### src/rtl/cpu_types_pkg.sv
// Shared CPU types: data word, MEM stage FSM states, word-granular address compare.
package cpu_types_pkg;

  localparam int unsigned WORD_W = 32;

  typedef logic [WORD_W-1:0] word_t;

  typedef enum logic [1:0] {
    IDLE,
    WAIT,
    DONE
  } memstate_t;

  // True when a and b agree on every bit at or above lsb.
  function automatic logic word_match(input word_t a, input word_t b, input int unsigned lsb);
    word_t diff;
    diff = (a ^ b) >> lsb;
    return (diff == '0);
  endfunction

endpackage

### src/rtl/llsc_link.sv
// Single-entry LL/SC link register: set by LL completion, cleared by matching stores or snoops.
module llsc_link
  import cpu_types_pkg::*;
#(
  parameter int unsigned MATCH_LSB = 2
) (
  input  logic  CLK,
  input  logic  RST,
  input  logic  set,
  input  logic  st_done,
  input  word_t addr,
  input  logic  inv,
  input  word_t inv_addr,
  output logic  addr_match,
  output logic  link_v,
  output word_t link_addr
);

  logic inv_new;
  logic inv_old;

  // Compare the current op address and the snoop against the link.
  always_comb begin
    addr_match = link_v & word_match(link_addr, addr, MATCH_LSB);
    inv_new    = inv & word_match(addr, inv_addr, MATCH_LSB);
    inv_old    = inv & word_match(link_addr, inv_addr, MATCH_LSB);
  end

  // Link update; an invalidate of the word being linked this cycle wins over the set.
  always_ff @(posedge CLK or posedge RST) begin
    if (RST) begin
      link_v    <= 1'b0;
      link_addr <= '0;
    end else if (set) begin
      link_v    <= ~inv_new;
      link_addr <= addr;
    end else if ((st_done & addr_match) | inv_old) begin
      link_v    <= 1'b0;
    end
  end

endmodule

### src/rtl/mem_stage.sv
// MEM stage controller: issues the latched load/store, holds it to dhit, buffers results while frozen, LL/SC.
module mem_stage
  import cpu_types_pkg::*;
#(
  parameter int unsigned MATCH_LSB = 2
) (
  input  logic  CLK,
  input  logic  RST,
  input  logic  dREN_in,
  input  logic  dWEN_in,
  input  logic  datomic_in,
  input  word_t daddr_in,
  input  word_t dstore_in,
  input  logic  advance,
  input  logic  dhit,
  input  word_t dmemload,
  input  logic  ccinv,
  input  word_t ccsnoopaddr,
  output logic  dmemREN,
  output logic  dmemWEN,
  output word_t dmemaddr,
  output word_t dmemstore,
  output logic  mem_stall,
  output word_t mem_wdat,
  output logic  link_valid
);

  memstate_t state;
  word_t     ld_buf;
  logic      sc_pass;

  logic  op, sc, ll;
  logic  match, pass, sc_fail;
  logic  active, req, complete_now;
  logic  link_set, st_done;
  word_t sc_res;
  word_t link_addr;

  llsc_link #(.MATCH_LSB(MATCH_LSB)) u_link (
    .CLK        (CLK),
    .RST        (RST),
    .set        (link_set),
    .st_done    (st_done),
    .addr       (daddr_in),
    .inv        (ccinv),
    .inv_addr   (ccsnoopaddr),
    .addr_match (match),
    .link_v     (link_valid),
    .link_addr  (link_addr)
  );

  // Request, completion and result selection; SC pass is live in IDLE, latched afterwards.
  always_comb begin
    op           = dREN_in | dWEN_in;
    sc           = dWEN_in & datomic_in;
    ll           = dREN_in & datomic_in;
    pass         = (state == IDLE) ? match : sc_pass;
    sc_fail      = sc & ~pass;
    active       = op & (state != DONE);
    req          = active & ~sc_fail;
    complete_now = active & (dhit | sc_fail);
    link_set     = complete_now & ll;
    st_done      = complete_now & dWEN_in & ~sc_fail;
    sc_res       = word_t'(pass);

    dmemREN      = req & dREN_in;
    dmemWEN      = req & dWEN_in;
    dmemaddr     = req ? daddr_in  : '0;
    dmemstore    = req ? dstore_in : '0;
    mem_stall    = active & ~complete_now;

    if (state == DONE)  mem_wdat = ld_buf;
    else if (sc)        mem_wdat = sc_res;
    else                mem_wdat = dmemload;
  end

  // FSM: DONE holds the completed result until the pipeline advances, suppressing reissue.
  always_ff @(posedge CLK or posedge RST) begin
    if (RST) begin
      state   <= IDLE;
      ld_buf  <= '0;
      sc_pass <= 1'b0;
    end else begin
      case (state)
        IDLE, WAIT: begin
          if ((state == IDLE) && op) sc_pass <= match;
          if (complete_now) begin
            if (advance) begin
              state <= IDLE;
            end else begin
              state  <= DONE;
              ld_buf <= sc ? sc_res : dmemload;
            end
          end else if (active) begin
            state <= WAIT;
          end else begin
            state <= IDLE;
          end
        end
        DONE: begin
          if (advance) state <= IDLE;
        end
        default: state <= IDLE;
      endcase
    end
  end

endmodule
### config.mk
export PLATFORM = sky130hd
export DESIGN_NAME = mem_stage
export DESIGN_NICKNAME = d
export VERILOG_FILES = /design/src/rtl/cpu_types_pkg.sv /design/src/rtl/llsc_link.sv /design/src/rtl/mem_stage.sv
export SDC_FILE = /design/constraint.sdc
export NUM_CORES = 1
export LEC_CHECK = 0
export CAP_MARGIN = 0
export CORE_MARGIN = 3
export CORE_UTILIZATION = 45
export CTS_BUF_LIST = sky130_fd_sc_hd__clkbuf_4 sky130_fd_sc_hd__clkbuf_8
export DETAILED_ROUTE_END_ITERATION = 8
export PLACE_DENSITY = 0.91
export SYNTH_ARGS = -nofsm -noshare
export SYNTH_HDL_FRONTEND = slang
export SYNTH_SLANG_ARGS = --single-unit
export TNS_END_PERCENT = 10
### constraint.sdc
create_clock -name CLK -period 4.5 [get_ports CLK]
set_clock_uncertainty 0.1 [all_clocks]
set_input_delay 0.9 -clock CLK [delete_from_list [all_inputs] [get_ports CLK]]
set_output_delay 0.9 -clock CLK [all_outputs]
set_load 0.02 [all_outputs]
; After elaboration in Yosys (flattened, before gate mapping)
; Cells that the tools add are included.
[totals]
reg_bits = 68
output_inout_bits = 100
wordCells = 57
[classes]
n_eq_ne = 4
mux = 12
bitwise_logic = 27
n_reduce_logical = 9
[op_table]
columns = cell, count
row1 = $mux 32, 4
row2 = $logic_not 32->1, 3
row3 = $xor 32x32->32, 3
row4 = $and 1x1->1, 16
row5 = $mux 2, 3
row6 = $not 1->1, 5
row7 = $mux 1, 4
row8 = $ne 2x2->1 const B, 2
row9 = $pmux 2 s2, 1
row10 = $or 1x1->1, 3
row11 = $reduce_and 3->1, 1
row12 = $eq 2x1->1 const B, 1
row13 = $eq 2x2->1 const B, 1
row14 = $logic_not 2->1, 1
row15 = $reduce_and 2->1, 1
row16 = $reduce_bool 2->1, 1
row17 = $reduce_or 2->1, 1
row18 = $logic_and 1x1->1, 1

; Logic depth before layout (Yosys ltp)
; Gate-level depths: netlist of the first run.
[depth]
depth_word = 14
depth_mapped = 9

; By module
; A second synthesis of the first run with hierarchy kept.
[unflattened]
cells_unflattened = 411
hier_area_um2 = 4394.2
[by_module_without_submodules]
columns = module, n_inst, cells_each, area_per_inst_um2, seq_area_each_um2
row1 = llsc_link, 1, 197, 2220.9, 825.8
row2 = mem_stage, 1, 214, 2173.3, 875.8

; Least setup slack after synthesis of the first run
; Ideal clock, no wire load.
[synth_path]
kind = input to output
from = input port daddr_in[6]
to = output port dmemstore[10]
arrival_time_ps = 2797
t_required_ps = 3500
setup_slack_ps = 703
stages = 9
cell_sequence = xor2_1 > nor4_1 > nand4_1 > or4_1 > buf_6 > a21oi_2 > buf_4 > clkbuf_2 > and2_1
[synth_between]
elab_chain_cells = 9
[synth_rtl]
columns = element, line
row1 = from (decl), mem_stage.sv:12  ; input word_t daddr_in,
row2 = $xor 32x32->32, cpu_types_pkg.sv:17  ; diff = (a ^ b) >> lsb;
row3 = $logic_not 32->1, cpu_types_pkg.sv:18  ; return (diff == '0);
row4 = $and 1x1->1, llsc_link.sv:24  ; addr_match = link_v & word_match(link_addr, addr, MATCH_LSB);
row5 = $mux 1, mem_stage.sv:57  ; pass = (state == IDLE) ? match : sc_pass;
row6 = $not 1->1, mem_stage.sv:58  ; sc_fail = sc & ~pass;
row7 = $and 1x1->1, mem_stage.sv:58
row8 = $not 1->1, mem_stage.sv:60  ; req = active & ~sc_fail;
row9 = $and 1x1->1, mem_stage.sv:60
row10 = $mux 32, mem_stage.sv:69  ; dmemstore = req ? dstore_in : '0;
row11 = to (decl), mem_stage.sv:22  ; output word_t dmemstore,
; No other way between the ends.

; Worst setup path after layout of the first run
[layout_path]
from = input port daddr_in[25]
to = output port dmemaddr[19]
[layout_between]
elab_chain_cells = 9
[layout_rtl]
columns = element, line
row1 = $xor 32x32->32, cpu_types_pkg.sv:17
row2 = $logic_not 32->1, cpu_types_pkg.sv:18
row3 = $and 1x1->1, llsc_link.sv:24
row4 = $mux 1, mem_stage.sv:57
row5 = $not 1->1, mem_stage.sv:58
row6 = $and 1x1->1, mem_stage.sv:58
row7 = $not 1->1, mem_stage.sv:60
row8 = $and 1x1->1, mem_stage.sv:60
row9 = $mux 32, mem_stage.sv:68  ; dmemaddr = req ? daddr_in : '0;
row10 = to (decl), mem_stage.sv:21  ; output word_t dmemaddr,
; No other way between the ends.

==> out/qor.yml, run 1 <==
outcome:
  status: "completed"
placed_design:
  dp_hpwl_um: 12500
  io_buffer_count: 233
  finalWeightedCongestion: 0.900
  post-place-cells: 855
critical_path:
  critical_path_required_ns: 3.50
  critPathMaxStageDelay_ns: 0.54
  cp.arrival_ns: 3.41
  worstPathCellList: "clkdlybuf4s50_1 > xor2_1 > nor4_1 > nand4_1 > or4_4 > a21oi_4 > buf_12 > and2_1 > clkdlybuf4s15_2"
  slowest_stage: "or4_4"
  critPathTopFamily: "simple AND/OR/NAND/NOR gates"
  path_class: "in -> out"
  r2r_setup_slack_ns: 1.52
  critPathLaunchType: "primary input"
  critPathCaptureType: "output pin"
  path_buf_inv: 3
  path_max_fanout: 27
synthesis:
  yosysSeqAreaShare_pct: 35.5
  synthTopCellsByArea: "dfrtp_1 35%, xnor2_1 10%, and2_1 10%"
  syn_nets: 613
  synth_top_cell_by_area: "dfrtp_1"
  async_reset_ff_share_pct: 100
  synthMuxAreaShare_pct: 18.3
  synthAdderAreaFrac_pct: 0
  synth_edf_count: 0
  ys_seq_elements: 66
  yosysMostFrequentCell: "and2_1"
  avgSynthCellArea_um2: 9.76
  synthSimpleGateAreaFrac_pct: 19.5
  ys.flop_type: "dfrtp_1"
  synth_top_area_share_pct: 35.5
  syn_area_um2: 4660
  yosys_warnings: 0
  synth_cell_types: 36
  synth.top_cells.by_count: "76 x and2_1, 66 x dfrtp_1, 55 x xnor2_1"
  synth_top_family_by_area: "simple AND/OR/NAND/NOR gates"
  synth_compound_area_share_pct: 5.02
  syn-instance-count: 477
  synth_xor_area_share_pct: 16.9
timing:
  setup_viol: 0
  period_minus_slack_ns: 4.41
  post-route-period-util_pct: 97.9
  hold_violations: 0
  maxSlewHeadroom_pct: 44.5
  setup_tns_ns: 0
  rsz0062_at_grt: "true"
  fmax_ghz: 0.227
  tightest_slew_ns: 0.832
  slew_viol_final: 0
floorplan:
  io_pins: 236
  die_y_um: 108
  die_w_um: 108
  fp-row-count: 36
  core_um2: 9910
  start_util_pct: 47.0
  die_area_um2: 11600
route:
  ant_nets: 0
  num_vias: 4485
  drt_drc_violations_left: 0
  wl_per_cell_um: 18.2
  viasPerCell: 5.16
  firstDrtPassIters: 4
  wl_um: 15800
  drtIter0Drc: 235
clock_tree:
  cts_buffers: 9
  ctsRootBufferMaster: "clkbuf_8"
  cts_buffer_depth: 2
  cts_max_level: 3
  clock_latency_ns: 0.34
  clock_sinks: 66
  cts_setup_buffers: 0
  clkTransAtPathRegs_ns: 0.07
  cts_tree: "done"
grt:
  antenna_found_initial: 0
  grt_pass1_wl_um: 24500
  grt_max_degree: 42
  first_global_vias: 4774
  grt-ovfl-total: 0
  track_usage_pct: 27.1
layout:
  stdcell_count: 870
  area_growth_pct: 56.2
  drive_above_1_share_pct: 23.7
  fin_nets: 869
  final_util_pct: 73.4
  antenna_cells: 0
pwr:
  ir_drop_mv: 0.216
  p_leak_uw: 0.00328
  powerDensity_nw_per_um2: 417
worst_hold_path:
  holdCritPathClass: "reg -> reg"
run:
  timing.max_cap.violations: 0
[power breakdown]
part / switching, µW / total [µW] / internal, µW
clock network: 229 / 582 / 352
registers: 190 / 1000 / 810
logic: 709 / 1450 / 739
total: 1130 / 3030 / 1900
[layout make-up]
cell class	count	area (µm²)
Clock buffer	13	166
Clock inverter	2	60.1
Fill cell	709	2640
Inverter	22	82.6
Multi-Input combinational cell	365	2810
Sequential cell	66	1650
Tap cell	133	166
Timing Repair Buffer	269	2340
[registers in the layout, indices dropped and copies added (netlist names)]
register          cells
ld_buf               32
state                 2
sc_pass               1
u_link.link_v         1
u_link.link_addr     30
[metal layers]
layer	global-route usage [%]	wire (µm)
met1	30.9	5940
met2	48.6	8150
met3	4.74	1130
met4	13.5	597
met5	0	0
[worst paths after layout]
kind	start	to	cells past startpoint
max in group asynchronous	RST	u_link.link_addr[15]$_DFFE_PP0P_	3
min in group asynchronous	RST	ld_buf[19]$_DFFE_PP0P_	2
max reg2reg	u_link.link_addr[12]$_DFFE_PP0P_	ld_buf[16]$_DFFE_PP0P_	9
max	daddr_in[25]	dmemaddr[19]	9
min reg2reg	ld_buf[4]$_DFFE_PP0P_	ld_buf[4]$_DFFE_PP0P_	1
min	ld_buf[4]$_DFFE_PP0P_	ld_buf[4]$_DFFE_PP0P_	1
[logic make-up (layout without fill, tap and decap cells)]
group / Yosys count / after routing
AND/OR/NAND/NOR: 164 / 164
XOR/XNOR: 90 / 90
multiplexers: 75 / 75
flip-flops: 66 / 66
buffers and inverters: 46 / 306
AO/OA/AOI/OAI: 36 / 36
[repair_timing]
action,in CTS,in global routing
hold buffers,0,0
pin swaps,0,3
endpoints found under the hold margin,0,0
gates resized for setup,144,69
setup endpoints to repair,68,68
cloned,0,0
[stage by stage]
step	area [µm²]	total power (µW)	hold slack, ns	worst slack [ns]
after floorplan	4660	1850	0.360	0.703
after global placement	7350	2460	0.371	-0.349
after detailed placement	7350	2520	0.382	-0.398
after CTS	7590	3080	0.398	0.000299
after global routing	7270	3200	0.412	-0.0256
final	7270	3030	0.395	0.0948
[cell usage in the layout (no fill, tap or decap), drive strengths merged]
cell type	Yosys	layout
nand2b	1	1
bufinv	0	2
clkbuf	15	71
or4	2	2
a21oi	5	5
a32oi	1	1
mux2	54	54
xnor2	55	55
nor2	5	5
o22ai	1	1
clkdlybuf4s15	0	4
buf	9	42
o31ai	1	1
or2	2	2
a211o	1	1
and2	77	77
nand4	17	17
mux2i	21	21
o21ai	24	24
nor2b	1	1
inv	22	22
o211ai	2	2
nand2	43	43
nor4	13	13
and3	1	1
nor3b	1	1
nand3	1	1
o2111ai	1	1
dfrtp	66	66
clkdlybuf4s50	0	165
xor2	35	35
(Power assumes the default switching activity.)
==> inputs of run 2 (changes only) <==
- MAX_ROUTING_LAYER: unset -> met4
==> run 2 against run 1 <==
Compared with the run above:
- first-iteration DRC count shrank 13%
- largest cell class unchanged
- combinational power is essentially flat
- flip-flop and latch count is the same
- final cell count grew 0.34%
- routed wire length shrank 1.9%
- power shrank 3.4%
- sequential share of layout area is essentially flat
==> out/qor.yml, run 2 (synthesis results as in run 1) <==
grt:
  grtUsageMet2_pct: 47.6
  grt-ovfl-total: 0
  busiest_layer: "met2"
  antenna_found_initial: 1
  track_usage_pct: 27.1
  grt_max_degree: 42
  gr-usage-met3_pct: 3.54
  grt_pass1_wl_um: 23800
  use_met1_pct: 30.8
  first_global_vias: 4643
layout:
  largest_register_ffs: 32
  final_cell_mix: "165 x clkdlybuf4s50_1, 76 x and2_1, 66 x dfrtp_1"
  reg.largest.list: "ld_buf (32), u_link.link_addr (30), state (2)"
  top_register: "ld_buf"
  drive_above_1_share_pct: 24.0
  final_util_pct: 73.4
  multiInputGateArea_um2: 2820
  fillers: 728
  layout_commonest_cell: "clkdlybuf4s50_1"
  area_growth_pct: 56.3
  fin_nets: 870
  final-seq-area_um2: 1650
floorplan:
  start_util_pct: 47.0
  fp-row-count: 36
  die_w_um: 108
  core_um2: 9910
  die_area_um2: 11600
  die_y_um: 108
  io_pins: 236
placed_design:
  dp_hpwl_um: 12400
  finalWeightedCongestion: 0.910
  io_buffer_count: 233
timing:
  maxSlewHeadroom_pct: 45.3
  period_minus_slack_ns: 4.40
  slew_viol_final: 0
  rsz0062_at_grt: "true"
  post-route-period-util_pct: 97.7
  hold_violations: 0
  tightest_slew_ns: 0.819
  fmax_ghz: 0.227
  setup_viol: 0
  setup_tns_ns: 0
clock_tree:
  cts_buffer_depth: 2
  clkTransAtPathRegs_ns: 0.07
  ctsRootBufferMaster: "clkbuf_8"
  cts_buffers: 9
  cts_tree: "done"
  clock_latency_ns: 0.34
  hold_buffers: 0
  cts_max_level: 3
  clock_sinks: 66
outcome:
  status: "completed"
pwr:
  swShare_pct: 38.2
  p_int_uw: 1810
  p_comb_share_pct: 49.5
  switching_power_uw: 1120
  clkPwrFrac_pct: 16.6
  powerDensity_nw_per_um2: 402
  pwr-share-seq_pct: 33.9
  ir_drop_mv: 0.231
  p_leak_uw: 0.00327
critical_path:
  critPathCaptureType: "output pin"
  slowest_stage: "or4_4"
  path_buf_inv: 4
  path_max_fanout: 27
  critPathTopFamily: "buffers and inverters"
  critical_path_required_ns: 3.50
  critPathLaunchType: "primary input"
  cp.arrival_ns: 3.40
  critPathMaxStageDelay_ns: 0.48
  worstPathCellList: "clkdlybuf4s50_1 > xor2_1 > nor4_2 > buf_4 > nand4_1 > or4_4 > a21oi_4 > buf_12 > and2_1 > clkdlybuf4s15_2"
  path_class: "in -> out"
route:
  wl_per_cell_um: 17.8
  num_vias: 4480
  drt_drc_violations_left: 0
  drtIter0Drc: 205
  viasPerCell: 5.13
  wl_um: 15500
  firstDrtPassIters: 4
  ant_nets: 0
worst_hold_path:
  holdCritPathClass: "reg -> reg"
run:
  timing.max_cap.violations: 0
run 2: cell count changes in the layout (fill, tap and decap cells not counted), sizes merged:
cell / before / now
clkinv: 0 / 2
buf: 42 / 37
clkbuf: 71 / 74
diode: 0 / 1
bufinv: 2 / 0
clkdlybuf4s15: 4 / 8
run 2: cell type report:
cell class | instances | area share (%)
flip-flops and latches | 66 | 22.7
inverters | 22 | 1.13
multi-input cells | 365 | 38.7
repair buffers | 270 | 32.5
clock inverters | 2 | 0.138
diodes | 1 | 0.0344
clock buffers | 14 | 2.48
well taps | 133 | 2.29
run 2: path summary, 6_finish.rpt:
kind	startpoint	end	slack (ns)	cells after the start
min in group asynchronous	RST	u_link.link_addr[23]$_DFFE_PP0P_	0.94	2
hold reg to reg	ld_buf[3]$_DFFE_PP0P_	ld_buf[3]$_DFFE_PP0P_	0.39	1
setup / recovery	daddr_in[9]	dmemaddr[18]	0.10	10
setup reg to reg	u_link.link_addr[9]$_DFFE_PP0P_	ld_buf[16]$_DFFE_PP0P_	1.54	9
max in group asynchronous	RST	ld_buf[0]$_DFFE_PP0P_	2.45	3
hold / removal	ld_buf[3]$_DFFE_PP0P_	ld_buf[3]$_DFFE_PP0P_	0.39	1
run 2: per-stage QoR:
step           area [µm²]  instances  hold WS, ns  setup slack (ns)  total power, µW
3_3_place_gp         7350        856        0.371            -0.353             2460
6_report             7280        873        0.395             0.103             2930
5_1_grt              7280        873        0.417           -0.0120             3100
4_1_cts              7530        872        0.395          0.000877             2960
3_5_place_dp         7350        856        0.378            -0.421             2510
2_1_floorplan        4660        477        0.360             0.703             1850
run 2: power groups by stage:
| stage | sequential [µW] | clock (µW) | combinational [µW] |
|---|---|---|---|
| after floorplan | 957 | 0 | 892 |
| after global placement | 981 | 0 | 1480 |
| after detailed placement | 1000 | 0 | 1510 |
| after CTS | 992 | 492 | 1480 |
| after global routing | 1020 | 521 | 1560 |
| final | 993 | 487 | 1450 |
run 2: worst register-to-register path, delay by kind of cell (launching register included):
family,cells,cell delay (ns)
multiplexers,1,0.24
XOR/XNOR,1,0.19
AO/OA/AOI/OAI,1,0.44
flip-flops,1,0.42
buffers and inverters,3,0.62
AND/OR/NAND/NOR,3,0.87
run 2: what timing repair did:
| item | CTS | global route |
|---|---|---|
| setup endpoints to repair | 68 | 68 |
| gates resized for setup | 126 | 81 |
| pin swaps | 1 | 2 |
| cloned | 0 | 0 |
| buffers inserted | 0 | 0 |
run 2: metal layers:
layer	vias to the layer above	share of wire, %
li1	2108	-
met1	2151	38
met2	188	53
met3	33	6.3
met4	0	3.0
met5	-	0
==> inputs of run 3 (changes only) <==
- CAP_MARGIN: 0 -> unset
- CORE_UTILIZATION: 45 -> 44
- SYNTH_HIERARCHICAL: unset -> 1
==> run 3 against run 2 <==
Compared with the run above:
- clock power is 18% higher
- die area shrank 4.8%
- first-iteration DRC count up 26%
==> out/qor.yml, run 3 <==
synthesis:
  syn_area_um2: 4320
  syn-instance-count: 407
  syn_nets: 543
  avgSynthCellArea_um2: 10.6
  yosys_warnings: 6
pwr:
  swShare_pct: 35.6
  powerDensity_nw_per_um2: 359
  p_comb_share_pct: 45.3
  ir_drop_mv: 0.227
  p_leak_uw: 0.00327
  pwr-share-seq_pct: 32.8
  clkPwrFrac_pct: 21.9
  switching_power_uw: 934
  p_int_uw: 1690
route:
  wl_um: 15600
  drt_drc_violations_left: 0
  firstDrtPassIters: 5
  num_vias: 4304
  drtIter0Drc: 259
  viasPerCell: 5.36
  wl_per_cell_um: 19.4
  ant_nets: 0
grt:
  grt_max_degree: 34
  grt-ovfl-total: 0
  grt_pass1_wl_um: 23800
  first_global_vias: 4474
  antenna_found_initial: 0
  track_usage_pct: 27.7
outcome:
  status: "completed"
floorplan:
  io_pins: 236
  die_area_um2: 11000
  fp-row-count: 35
  die_y_um: 105
  start_util_pct: 46.1
  die_w_um: 105
  core_um2: 9370
layout:
  layout_commonest_cell: "clkdlybuf4s50_1"
  final_cell_mix: "142 x clkdlybuf4s50_1, 69 x buf_4, 66 x dfrtp_1, 66 x xnor2_1, 63 x a22o_1"
  stdcell_count: 803
  reg.largest.list: "ld_buf (32), u_link/link_addr (30), state (2)"
  antenna_cells: 0
  area_growth_pct: 68.9
  top_register: "ld_buf"
  final_util_pct: 77.9
  fin_nets: 805
  drive_above_1_share_pct: 28.8
  largest_register_ffs: 32
placed_design:
  dp_hpwl_um: 11600
  finalWeightedCongestion: 0.908
  io_buffer_count: 233
  post-place-cells: 781
timing:
  slew_viol_final: 0
  rsz0062_at_grt: "true"
  fmax_ghz: 0.226
  period_minus_slack_ns: 4.43
  tightest_slew_ns: 0.718
  maxSlewHeadroom_pct: 52.0
  post-route-period-util_pct: 98.4
  setup_viol: 0
  hold-worst-slack_ns: 0.383
  hold_violations: 0
critical_path:
  slowest_stage: "clkdlybuf4s50_1"
  path_max_fanout: 19
  critPathMaxStageDelay_ns: 0.49
  critPathCaptureType: "output pin"
  critical_path_required_ns: 3.50
  critPathLaunchType: "primary input"
  cpMostUsedCell: "buf_6"
  cp.arrival_ns: 3.43
  worstPathCellList: "clkdlybuf4s50_1 > xnor2_1 > nand4_1 > nor4_4 > buf_4 > nand3b_1 > a21oi_2 > nor3_4 > buf_12 > buf_6 > buf_16 > and2_1 > buf_6"
  path_class: "in -> out"
clock_tree:
  cts_buffer_depth: 2
  cts_buffers: 9
  clock_sinks: 66
  clock_latency_ns: 0.34
  cts_tree: "done"
  ctsRootBufferMaster: "clkbuf_8"
  clkTransAtPathRegs_ns: 0.08
  hold_buffers: 0
  cts_max_level: 3
run:
  timing.max_cap.violations: 0
worst_hold_path:
  holdCritPathClass: "reg -> reg"
## run 3: timing repair
action	CTS	global route
gates cloned	1	1
setup buffers	4	2
pin swaps	6	23
setup endpoints to repair	68	86
resized for setup	301	109
## run 3: power groups by stage
stage,Sequential (µW),Clock (µW),Combinational [µW]
2_1_floorplan,835,0,634
3_3_place_gp,847,0,1110
3_5_place_dp,861,0,1140
4_1_cts,852,577,1110
5_1_grt,878,607,1260
6_report,860,573,1190
## run 3: per-layer routing
metal / vias up / wire, µm / part of all wire (%) / global-route usage [%]
met2: 215 / 8220 / 53 / 48.8
met5: - / 0 / 0 / -
li1: 1980 / - / - / -
met3: 27 / 1070 / 6.9 / 5.31
met1: 2082 / 6050 / 39 / 32.8
met4: 0 / 230 / 1.5 / 6.65
## run 3: cell type report
type	instances	area [µm²]
clock buffer	9	124
clock inverter	7	103
fill	657	2070
inverter	4	15.0
multi-input combinational	315	2660
sequential	66	1650
tap	129	161
timing repair buffer	273	2590
## run 3: path summary, 6_finish.rpt
path / cells past startpoint / end / slack, ns / start
setup reg to reg: 12 / u_link/link_addr[21]$_DFFE_PP0P_ / 1.00 / u_link/link_addr[11]$_DFFE_PP0P_
min in group asynchronous: 2 / ld_buf[8]$_DFFE_PP0P_ / 0.79 / RST
hold / removal: 1 / ld_buf[0]$_DFFE_PP0P_ / 0.38 / ld_buf[0]$_DFFE_PP0P_
hold reg to reg: 1 / ld_buf[0]$_DFFE_PP0P_ / 0.38 / ld_buf[0]$_DFFE_PP0P_
max in group asynchronous: 3 / state[1]$_DFFE_PP0P_ / 2.84 / RST
setup / recovery: 13 / dmemstore[22] / 0.07 / daddr_in[30]
## run 3: through the flow
stage | worst slack [ns] | total power (µW) | area [µm²] | TNS [ns]
finish | 0.0722 | 2620 | 7300 | 0
global route | -0.0334 | 2740 | 7300 | -0.387
CTS | -0.00495 | 2540 | 7000 | -0.00495
detailed placement | -0.767 | 2000 | 6980 | -49.31
global placement | -0.781 | 1960 | 6980 | -49.85
floorplan | 0.481 | 1470 | 4320 | 0
## run 3: critical path, delay by kind of cell
kind | cells | cell delay, ns
xor+xnor | 1 | 0.25
buf+inv | 6 | 1.13
simple gates | 5 | 1.05
compound gates | 1 | 0.10
==> RTL change 1 (settings of run 3) <==
Make the reset (`RST`) synchronous in 2 clocked blocks.
--- a/src/rtl/llsc_link.sv
+++ b/src/rtl/llsc_link.sv
@@ -29,3 +29,3 @@
   // Link update; an invalidate of the word being linked this cycle wins over the set.
-  always_ff @(posedge CLK or posedge RST) begin
+  always_ff @(posedge CLK) begin
     if (RST) begin
--- a/src/rtl/mem_stage.sv
+++ b/src/rtl/mem_stage.sv
@@ -77,3 +77,3 @@
   // FSM: DONE holds the completed result until the pipeline advances, suppressing reissue.
-  always_ff @(posedge CLK or posedge RST) begin
+  always_ff @(posedge CLK) begin
     if (RST) begin
Behaviour: differs if RST is asserted again (counterexample within 4 cycles, from zero or initial values and one cycle with RST high); with RST held inactive, the same outputs for 4 cycles.
==> RTL change 1 against run 3 <==
- routed wire length is 14% higher
- sequential power is 27% lower
- worst setup slack better by 0.020 ns
- critical path depth is 1 higher
- fmax is 0.45% higher
- area after synthesis is 3.7% higher
- total power is 25% lower
- core utilization is 1.1 points lower
- sequential cell count stayed put
- combinational power is 35% lower
- cell area is 3.3% higher
- count of clock-buffer cells in the layout is 1 higher
- largest cell class unchanged
- largest power group unchanged
- highest routed layer unchanged
==> RTL change 1: results (changes against run 3) <==
| Metric | Value |
|---|---|
| Clk pwr share | 28.9% (was 21.9%) |
| Vias per inst | 5.442 (was 5.360) |
| Worst Hold Depth | 2 (was 1) |
| Dpl hpwl | 12590 um (was 11640 um) |
| Pwr dens | 261.5 nW/um^2 (was 359.1 nW/um^2) |
| Met1 wire length | 6785 um (was 6051 um) |
| DR iter-0 viols | 311 (was 259) |
| Setup slack, reg-to-reg | 0.90 ns (was 1.00 ns) |
| Hold Crit Start | ld_buf[6]$_SDFFE_PP0P_ (was ld_buf[0]$_DFFE_PP0P_) |
| Worst setup path end | dmemaddr[9] (was dmemstore[22]) |
| Internal | 1.332 mW (was 1.687 mW) |
| Vias in the first global route | 5196 (was 4474) |
| Largest net degree at the start of global routing | 67 (was 34) |
| Min-Delay Endpoint | ld_buf[6]$_SDFFE_PP0P_ (was ld_buf[0]$_DFFE_PP0P_) |
| Metal2 WL | 8923 um (was 8219 um) |
| GRT met2 Usage | 53.24% (was 48.81%) |
| Crit Path Max Fanout | 11 (was 19) |
| Final Net Count | 964 (was 805) |
| Routed vias | 5262 (was 4304) |
| CP peak stage delay | 0.35 ns (was 0.49 ns) |
| Initial antenna violation count | 1 (was 0) |
| Fin crit period | 4.408 ns (was 4.428 ns) |
| Hold slack final | 0.3791 ns (was 0.3826 ns) |
| M3 GR Usage | 6.442% (was 5.312%) |
| Relative slew slack | 33.83% (was 51.98%) |
| Inst Count DP | 942 (was 781) |
| R2R cell count | 15 (was 12) |
| Syn Nets | 720 (was 543) |
| DR WL met3 | 1560 um (was 1068 um) |
| Slowest CP cell | nor4_2 (was clkdlybuf4s50_1) |
| GRT Overall Usage | 30.25% (was 27.75%) |
| Placed cell areas | 7113 um^2 (was 6982 um^2) |
| Gp weighted congestion | 0.8974 (was 0.9077) |
| Reg2reg start | u_link/link_addr[19]$_SDFFE_PP0P_ (was u_link/link_addr[11]$_DFFE_PP0P_) |
| Status | completed (unchanged) |
| Arrival time at the worst endpoint | 3.41 ns (was 3.43 ns) |
## RTL change 1: cell count changes in the layout (fill, tap and decap cells not counted), sizes merged, moves of 15 or more
| cell | change |
|---|---|
| dfrtp | -66 |
| dfxtp | +66 |
| o21ai | +64 |
| a22o | -63 |
| nand2 | +63 |
| mux2 | -31 |
| a21oi | +30 |
| mux2i | +30 |
| nand4 | +28 |
| nor2 | +26 |
| dlygate4sd2 | +16 |
| xnor2 | -15 |
| xor2 | +15 |
## RTL change 1: cell type report
cell class / count / area (um^2)
timing repair buffer: 279 / 2733
sequential: 66 / 1321
multi-input combinational: 468 / 3077
fill: 657 / 2277
antenna: 1 / 2.502
inverter: 4 / 15.01
clock inverter: 6 / 90.09
tap: 133 / 166.4
clock buffer: 10 / 137.6
## RTL change 1: repair_timing
item,CTS,global route
resized for setup,405,38
hold buffers,0,0
cloned,3,1
buffers inserted,5,1
endpoints found under the setup margin,68,68
pin swaps,9,7
==> RTL change 2 (settings of run 3) <==
Without the edit above. The package constant `WORD_W` goes from 32 to 48.
--- a/src/rtl/cpu_types_pkg.sv
+++ b/src/rtl/cpu_types_pkg.sv
@@ -3,3 +3,3 @@
 
-  localparam int unsigned WORD_W = 32;
+  localparam int unsigned WORD_W = 48;
 
Ports: changed (7 resized); port bits go from 236 to 348. The function was not compared with the original's and may differ.
==> RTL change 2 against run 3 <==
- worst setup slack improved by 0.077 ns
- cell area grew 47%
- routed wire length increased by 72%
- count of clock-buffer cells in the layout is the same
- die area up 45%
- area after synthesis up 48%
- sequential cell count increased by 32
- total power up 37%
- critical endpoint is now dmemaddr[3]
- largest cell class is now buffers
==> RTL change 2: results (changes against run 3) <==
| Metric | Value |
|---|---|
| Hold buffer count at cts | 0 (unchanged) |
| Largest net degree at the start of global routing | 51 (was 34) |
| GRT Residual Overflow | 0 (unchanged) |
| Clock Latency Late Sink | 0.38 ns (was 0.34 ns) |
| DR WL met3 | 1693 um (was 1068 um) |
| Top delay family on crit path | simple AND/OR/NAND/NOR gates (was buffers and inverters) |
| I/O Buffers | 345 (was 233) |
| Metal2 WL | 13280 um (was 8219 um) |
| Worst-Margin Slew | 1.055 ns (was 0.7180 ns) |
| Arrival time at the worst endpoint | 3.35 ns (was 3.43 ns) |
| Slowest CP cell | nor4_2 (was clkdlybuf4s50_1) |
| WL per Instance | 22.28 um (was 19.39 um) |
| DR iter-0 viols | 499 (was 259) |
| Met1 wire length | 10640 um (was 6051 um) |
| Fillers | 974 (was 657) |
| Hold Path Class | flop to flop (unchanged) |
| Vias in the first global route | 6767 (was 4474) |
| Drt pass-1 iters | 5 (unchanged) |
| Syn Nets | 818 (was 543) |
| Routed vias | 6548 (was 4304) |
| Share of cells above drive strength 1 | 27.15% (was 28.78%) |
| Top flop regs | ld_buf (48), u_link/link_addr (46), state (2) (was ld_buf (32), u_link/link_addr (30), state (2)) |
| Status | completed (unchanged) |
| Gp weighted congestion | 0.9674 (was 0.9077) |
| CP peak stage delay | 0.35 ns (was 0.49 ns) |
| CTS Root Cell | clkbuf_8 (unchanged) |
| GRT Overall Usage | 32.34% (was 27.75%) |
| Syn Area/Cell | 10.35 um^2 (was 10.62 um^2) |
| Crit Path Max Fanout | 6 (was 19) |
| Dpl hpwl | 19510 um (was 11640 um) |
| Global-route wire length before repair | 38990 um (was 23780 um) |
| LEAKAGE | 5.079 nW (was 3.272 nW) |
| Final wirelength | 26720 um (was 15570 um) |
| Worst vdd ir | 0.0002033 V (was 0.0002267 V) |
| Internal | 2.196 mW (was 1.687 mW) |
| Initial antenna violation count | 6 (was 0) |
==> RTL change 2: timing repair <==
item	4_1_cts	5_1_grt
gates cloned	5	3
setup buffers	5	1
endpoints found under the setup margin	100	100
pin swaps	9	20
gates resized for setup	416	93
==> RTL change 2: worst register-to-register path, stage by stage (launching register included) <==
cell and delay (ns):
dfrtp_1 0.45, xor2_2 0.28, nor4_2 0.10, buf_4 0.14, nand4_1 0.09, nor4_2 0.06, buf_4 0.14, mux2i_1 0.35
a21oi_1 0.15, nor3_2 0.45, buf_12 0.32, mux2_2 0.46
==> RTL change 2: power groups by stage <==
| stage | Clock (mW) | Sequential, mW | Combinational (mW) |
|---|---|---|---|
| 2_1_floorplan | 0 | 1.23 | 0.897 |
| 3_5_place_dp | 0 | 1.27 | 1.66 |
| 4_1_cts | 0.549 | 1.26 | 1.70 |
| 3_3_place_gp | 0 | 1.26 | 1.63 |
| 6_report | 0.540 | 1.27 | 1.79 |
| 5_1_grt | 0.595 | 1.30 | 1.88 |
==> RTL change 2: worst paths after layout <==
kind | from | to | slack (ns) | depth (start not counted)
worst min-delay path | ld_buf[0]$_DFFE_PP0P_ | ld_buf[0]$_DFFE_PP0P_ | 0.39 | 1
max in group asynchronous | RST | ld_buf[41]$_DFFE_PP0P_ | 2.60 | 2
worst max register to register | u_link/link_addr[31]$_DFFE_PP0P_ | u_link/link_addr[19]$_DFFE_PP0P_ | 1.32 | 11
worst max-delay path | daddr_in[33] | dmemaddr[3] | 0.15 | 14
min in group asynchronous | RST | u_link/link_addr[26]$_DFFE_PP0P_ | 0.94 | 2
worst min register to register | ld_buf[0]$_DFFE_PP0P_ | ld_buf[0]$_DFFE_PP0P_ | 0.39 | 1
==> RTL change 2: per-layer routing <==
layer	vias to the layer above	global-route usage, %
li1	2987	-
met1	3201	39.51
met2	294	51.90
met3	66	5.895
met4	0	15.52
met5	-	-
==> RTL change 2: final cells by class <==
type | instances | share of cell area, %
Timing Repair Buffer | 417 | 36.45
Multi-Input combinational cell | 470 | 36.30
Sequential cell | 98 | 22.93
Tap cell | 180 | 2.106
Clock buffer | 9 | 1.158
Clock inverter | 6 | 0.4562
Inverter | 13 | 0.4562
Antenna cell | 6 | 0.1404
==> RTL change 2: through the flow <==
stage	TNS (ns)	cell area, um^2	setup slack [ns]	hold WS (ns)
after detailed placement	-69.53	10370	-0.7623	0.3654
after global placement	-62.58	10370	-0.6785	0.3621
after global routing	-0.001926	10700	-0.001926	0.3935
after floorplan	0	6394	0.7043	0.3495
after CTS	-0.08687	10430	-0.03215	0.3877
final	0	10700	0.1487	0.3864
